### src/rtl/config_scan_pkg.sv
// Shared types for the configuration scan chain.
package config_scan_pkg;

  localparam int unsigned STATE_W = 2;

  // Controller state encoding.
  typedef enum logic [STATE_W-1:0] {
    IDLE   = 2'd0,
    SHIFT  = 2'd1,
    COMMIT = 2'd2
  } state_t;

endpackage

### src/rtl/scan_shift_reg.sv
// Serial-in / parallel-out shift register with parallel load; MSB leaves as scan_out.
module scan_shift_reg #(
  parameter int unsigned WIDTH = 32
) (
  input  logic             clk,
  input  logic             rst,
  input  logic             load,
  input  logic [WIDTH-1:0] load_data,
  input  logic             shift_en,
  input  logic             scan_in,
  output logic [WIDTH-1:0] data,
  output logic             scan_out
);

  // Parallel load wins over shift; new serial bits enter at bit 0.
  always_ff @(posedge clk) begin
    if (rst) begin
      data <= '0;
    end else if (load) begin
      data <= load_data;
    end else if (shift_en) begin
      data <= {data[WIDTH-2:0], scan_in};
    end
  end

  assign scan_out = data[WIDTH-1];

endmodule

### src/rtl/config_scan_chain.sv
// Configuration scan chain: shifts a WIDTH-bit word in, then commits it to cfg_out atomically.
module config_scan_chain
  import config_scan_pkg::*;
#(
  parameter int unsigned WIDTH = 32
) (
  input  logic             clk,
  input  logic             rst,
  input  logic             start,
  input  logic             capture,
  input  logic             scan_en,
  input  logic             scan_in,
  output logic             scan_out,
  output logic [WIDTH-1:0] cfg_out,
  output logic             busy,
  output logic             done
);

  localparam int unsigned CNT_W = $clog2(WIDTH + 1);
  localparam logic [CNT_W-1:0] LAST_CNT = CNT_W'(WIDTH - 1);

  state_t           state;
  logic [CNT_W-1:0] cnt;
  logic [WIDTH-1:0] shift_q;
  logic             load_c;
  logic             shift_c;

  // Shift-register controls: capture only honoured in IDLE, scan_en only in SHIFT.
  assign load_c  = (state == IDLE) && capture;
  assign shift_c = (state == SHIFT) && scan_en;
  assign busy    = (state != IDLE);

  scan_shift_reg #(
    .WIDTH (WIDTH)
  ) u_shift (
    .clk       (clk),
    .rst       (rst),
    .load      (load_c),
    .load_data (cfg_out),
    .shift_en  (shift_c),
    .scan_in   (scan_in),
    .data      (shift_q),
    .scan_out  (scan_out)
  );

  // Controller: shift counting, commit of the shifted word and the done pulse.
  always_ff @(posedge clk) begin
    if (rst) begin
      state   <= IDLE;
      cnt     <= '0;
      cfg_out <= '0;
      done    <= 1'b0;
    end else begin
      done <= 1'b0;
      case (state)
        IDLE: begin
          if (start) begin
            cnt   <= '0;
            state <= SHIFT;
          end
        end
        SHIFT: begin
          if (scan_en) begin
            cnt <= cnt + CNT_W'(1);
            if (cnt == LAST_CNT) begin
              state <= COMMIT;
            end
          end
        end
        COMMIT: begin
          cfg_out <= shift_q;
          done    <= 1'b1;
          state   <= IDLE;
        end
        default: begin
          state <= IDLE;
        end
      endcase
    end
  end

endmodule

### config.mk
export PLATFORM = sky130hd
export DESIGN_NAME = config_scan_chain
export DESIGN_NICKNAME = d
export VERILOG_FILES = /design/src/rtl/config_scan_pkg.sv /design/src/rtl/scan_shift_reg.sv /design/src/rtl/config_scan_chain.sv
export SDC_FILE = /design/constraint.sdc
export NUM_CORES = 1
export LEC_CHECK = 0
export ABC_AREA = 1
export CORE_MARGIN = 2
export CORE_UTILIZATION = 35
export DETAILED_ROUTE_END_ITERATION = 12
export SYNTH_ARGS = -nofsm -noshare
export SYNTH_HDL_FRONTEND = slang
export SYNTH_SLANG_ARGS = --single-unit
### constraint.sdc
create_clock -name clk -period 1.8 [get_ports clk]
set_input_delay 0.54 -clock clk [delete_from_list [all_inputs] [get_ports clk]]
set_output_delay 0.54 -clock clk [all_outputs]
set_load 0.005 [all_outputs]
[Yosys cells after proc, flatten, opt, wreduce, memory -nomap -nowiden]
Index checks and enable logic that the tools add are counted.
Storage, ports and cells
  flip-flop bits (word level): 73
  input port bits: 6
  output and inout port bits: 35
Operators by class
  add/sub/neg operators: 1
  equal/unequal tests: 6
  multiplexer cells: 10
  reductions and logical operators: 8
Operators with widths (number)
  32-bit 2-to-1 mux: 2
  6-bit 2-to-1 mux: 2
  6-bit one-hot mux with 2 select lines: 1
  6-bit by 1-bit adder with 6-bit output (second input constant): 1
  6-bit by 5-bit equality test with 1-bit output (second input constant): 1
  2-bit 2-to-1 mux: 3
  3-bit AND reduction: 2
  2-bit nonzero test: 3
  2-bit != test (second input constant): 2
  2-bit one-hot mux with 2 select lines: 1
  2-bit by 1-bit equality test with 1-bit output (second input constant): 1
  2-bit equality test (second input constant): 1
  1-bit logical AND: 2
  2-bit zero test: 1
  2-bit by 1-bit != test with 1-bit output (second input constant): 1
  1-bit 2-to-1 mux: 1

[Depth between registers and ports, before layout]
Gate-level depths: netlist (run 1).
  depth in word-level cells: 4
  mapped depth: 8
  mapped depth without buffers: 7

[By module]
From an unflattened synthesis (run 1), not the netlist that was laid out.
Second synthesis, totals
  cell total of the unflattened synthesis: 449
  area total of the unflattened synthesis: 3204.3 um^2
By module, submodules not included
  scan_shift_reg: instances 1, cells an instance 247, area an instance 1671.6 um^2, sequential area each 640.6 um^2
  config_scan_chain: instances 1, cells an instance 202, area an instance 1532.7 um^2, sequential area each 820.8 um^2

[Worst setup path before layout (run 1)]
No wires, ideal clock.
  kind: register to output
  start: register state[1]
  end: output busy
  arrival: 0.882 ns
  required time: 1.260 ns
  setup slack: 0.378 ns
  cell stages (with the launch flop): 4
  path buffers: 1
  cells stage by stage: dfxtp_1 nor2_4 clkbuf_1 inv_1
On the way
  cells in the longest elaborated chain, start to end: 1
RTL lines
  start: declaration: RTL line config_scan_chain.sv:22  | state_t state;
  start signal: assignment: RTL line config_scan_chain.sv:49  | state <= IDLE;
  start signal: assignment: RTL line config_scan_chain.sv:59  | state <= SHIFT;
  start signal: assignment: RTL line config_scan_chain.sv:66  | state <= COMMIT;
  2-bit nonzero test: RTL line config_scan_chain.sv:31  | assign busy = (state != IDLE);
  end: declaration: RTL line config_scan_chain.sv:15  | output logic busy,
Every way passes these cells.

[Worst setup path after layout (run 1)]
  start: register cfg_out[18]
  end: output cfg_out[18]
RTL lines
  start: declaration: RTL line config_scan_chain.sv:14  | output logic [WIDTH-1:0] cfg_out,
  start signal: assignment: RTL line config_scan_chain.sv:71  | cfg_out <= shift_q;
No word-level cell between the ends.

==> flow_summary.toml, run 1 <==
[setup_path]
path_delay_family = "buffers and inverters"
crit_cells = 1
crit_end = "cfg_out[18]"
cp_data_required_time_ns = 1.26
arrival_ns = 1.21
startpoint = "cfg_out[18]$_SDFFE_PP0P_"
ff2ff_path_depth = 8
rrSetupSlack_ns = 0.23
crit_slowest_cell = "clkdlybuf4s50_1"
rr_startpoint = "state[1]$_SDFFE_PP0P_"
timing.rr.end = "cnt[5]$_SDFFE_PP0P_"
start_kind = "flip-flop"
crit_buf_inv = 1
crit_path_max_fanout = 2
max_stage_delay_ns = 0.51
end_kind = "primary output"
crit_type = "reg -> out"
path_cells = "clkdlybuf4s50_1"

[floorplanning]
die_w_um = 98.7
num_rows = 34
ios = 41
fp.dieArea_sq_um = 9740
floorplan.initialDensity_pct = 36.0
core_area_sq_um = 8720
die_h_um = 98.7

[placed_design]
dp.final_hpwl_mm = 4.72
placedCellCount = 581
place_congestion = 0.791
portBuffers = 40

[synth]
yosys-top-cells-area = "dfxtp_1 (47%), a21oi_1 (11%), nand3_1 (11%), nand2_1 (9.2%), inv_1 (8.8%)"
synth_edf_count = 0
ys_types = 19
syn_avg_cell_area_sq_um = 7.07
ys_seq_elements = 73
synth_top_area_share_pct = 46.6
yosysMostFrequentCell = "nand2_1"
syn_inst = 444
syn_nets = 451
ys_warn_count = 0
synth-async-reset-ratio_pct = 0
synth_top_area_cell = "dfxtp_1"
synth_common_cells = "nand2_1 (77), inv_1 (74), dfxtp_1 (73)"
synth_area_sq_um = 3140
ys.flop_type = "dfxtp_1"
seq_area_frac_synth_pct = 46.6

[grt]
grt_pass1_vias = 2868
antenna_found_initial = 0
grt_max_degree = 38
grtUsageTotal_pct = 16.4
grt_pass1_wl_mm = 13.0
grt_overflow = 0

[pwr]
peakVddDrop_mv = 0.477
pwr_density_cell_nw_per_um2 = 921
leakage_uw = 0.00157

[sta]
worst_pin_slew_ns = 0.391
min_period_over_period_pct = 96.9
rsz0062_at_grt = "false"
report.final.setup_viol = 0
finalCriticalPeriod_ns = 1.75
slew_viol_final = 0
relSlewSlack_pct = 74.0
fin_skew_ns = 0.00921
hold_viol_final = 0
timing.fmax_mhz = 573
fin_hold_ws_ns = 0.470

[cells_and_area]
fin_nets = 493
syn2layout_area_growth_pct = 26.9
diodes = 0
stdcell_count = 599
drive_gt1_share_pct = 9.57

[min_path]
hold_class = "reg -> reg"

[detailed_routing]
vias = 2854
drt_iter0_drc = 128
drc = 0
dr.pass1.iters = 4
wl_per_cell_um = 12.2
drt_wl_total_mm = 7.31
ant_nets = 0
vias_per_cell = 4.76

[clock_network]
cts.reportedPaths.clkPinSlew_ns = 0.07
h-tree-depth = 3
cts_tree = "done"
cts_root_buf = "clkbuf_8"
cts_inserted_buffers = 9
hold_buffers = 0
clock_latency_ns = 0.35
cts_sinks = 73
cts.path.max_buffers = 2

[flow_run]
cap_violations = 0

[run_status]
status = "finished clean"
-- placed cells by master, fill, tap and decap left out, drive strengths merged, types with 2 or more instances in the layout --
cell / instances
a21oi: 70
buf: 21
bufinv: 3
clkbuf: 11
clkdlybuf4s50: 38
dfxtp: 73
inv: 75
nand2: 80
nand3: 68
nand4: 2
nor2: 8
o21ai: 35
-- flip-flops by register name, indices dropped and copies added (netlist names) --
signal,flops
cfg_out,32
u_shift.data,32
cnt,6
state,2
done,1
-- cell type report --
type	instances	area [sq um]
tap	108	135
clock buffer	11	141
multi-input combinational	266	1250
clock inverter	5	103
inverter	75	282
sequential	73	1470
timing repair buffer	61	597
fill	887	4740
-- kinds of logic (layout without fill, tap and decap cells) --
group | count (synthesis) | after routing | synth area share [%]
adders and majority gates | 1 | 1 | 0.399
and+or+nand+nor | 159 | 159 | 22.6
AOI/OAI and AO/OA | 106 | 106 | 17.0
DFF | 73 | 73 | 46.6
buffers and inverters | 105 | 152 | 13.5
-- worst reg2reg max path, delay by kind of cell (launching register included) --
kind / cells / cell delay, ns
and+or+nand+nor: 6 / 0.76
DFF: 1 / 0.35
buffers and inverters: 2 / 0.40
-- metal layers --
layer / up-vias / global-route usage (%) / share of wire, %
met3: 6 / 5.25 / 3.7
met2: 42 / 26.3 / 48
met4: 0 / 6.11 / 0.89
li1: 1504 / - / -
met1: 1302 / 20.7 / 48
met5: - / 0 / 0
-- worst min path at each step --
stage / start / to / cells past startpoint / slack [ns]
2_1_floorplan: cnt[3]$_SDFFE_PP0P_ / cnt[3]$_SDFFE_PP0P_ / 2 / 0.45
3_3_place_gp: cfg_out[23]$_SDFFE_PP0P_ / cfg_out[23]$_SDFFE_PP0P_ / 2 / 0.46
3_5_place_dp: u_shift.data[21]$_SDFFE_PP0P_ / u_shift.data[21]$_SDFFE_PP0P_ / 2 / 0.46
4_1_cts: cfg_out[22]$_SDFFE_PP0P_ / cfg_out[22]$_SDFFE_PP0P_ / 2 / 0.48
5_1_grt: u_shift.data[28]$_SDFFE_PP0P_ / u_shift.data[28]$_SDFFE_PP0P_ / 2 / 0.50
6_report: cfg_out[29]$_SDFFE_PP0P_ / cfg_out[29]$_SDFFE_PP0P_ / 2 / 0.47
-- through the flow --
step                setup slack (ns)  setup TNS [ns]  area [sq um]  util (%)  power, uW
detailed placement           -0.0213          -0.262          3710      42.6       2140
finish                        0.0550               0          3980      45.7       3670
global placement             0.00128               0          3710      42.6       2130
global route                 0.00124               0          3980      45.7       3860
CTS                          0.00569               0          3980      45.6       3710
floorplan                      0.378               0          3140         -       2010
-- where the power goes --
part | internal, uW | leakage [uW] | switching (uW)
Clock | 957 | 0.000120 | 613
Combinational | 160 | 0.000860 | 237
Sequential | 1660 | 0.000595 | 38.3
Total | 2780 | 0.00157 | 888
-- what timing repair did --
action | 4_1_cts | 5_1_grt
endpoints found under the setup margin | 2 | 3
buffers inserted | 2 | 0
resized for setup | 6 | 3
No activity file was read; power rests on OpenSTA's default activity.
==> run 2, diff against run 1 <==
--- a/config.mk
+++ b/config.mk
@@ -8,6 +8,7 @@
 export ABC_AREA = 1
 export CORE_MARGIN = 2
 export CORE_UTILIZATION = 35
+export CTS_CLUSTER_SIZE = 14
 export DETAILED_ROUTE_END_ITERATION = 12
 export SYNTH_ARGS = -nofsm -noshare
 export SYNTH_HDL_FRONTEND = slang
==> results of run 2 <==
Same layout as run 1: the final DEF is identical, and so are final timing and power.
==> run 3, diff against run 2 <==
--- a/config.mk
+++ b/config.mk
@@ -10,6 +10,7 @@
 export CORE_UTILIZATION = 35
 export CTS_CLUSTER_SIZE = 14
 export DETAILED_ROUTE_END_ITERATION = 12
+export SLEW_MARGIN = 20
 export SYNTH_ARGS = -nofsm -noshare
 export SYNTH_HDL_FRONTEND = slang
 export SYNTH_SLANG_ARGS = --single-unit
==> results of run 3 <==
Same layout as run 1: the final DEF is identical, and so are final timing and power.
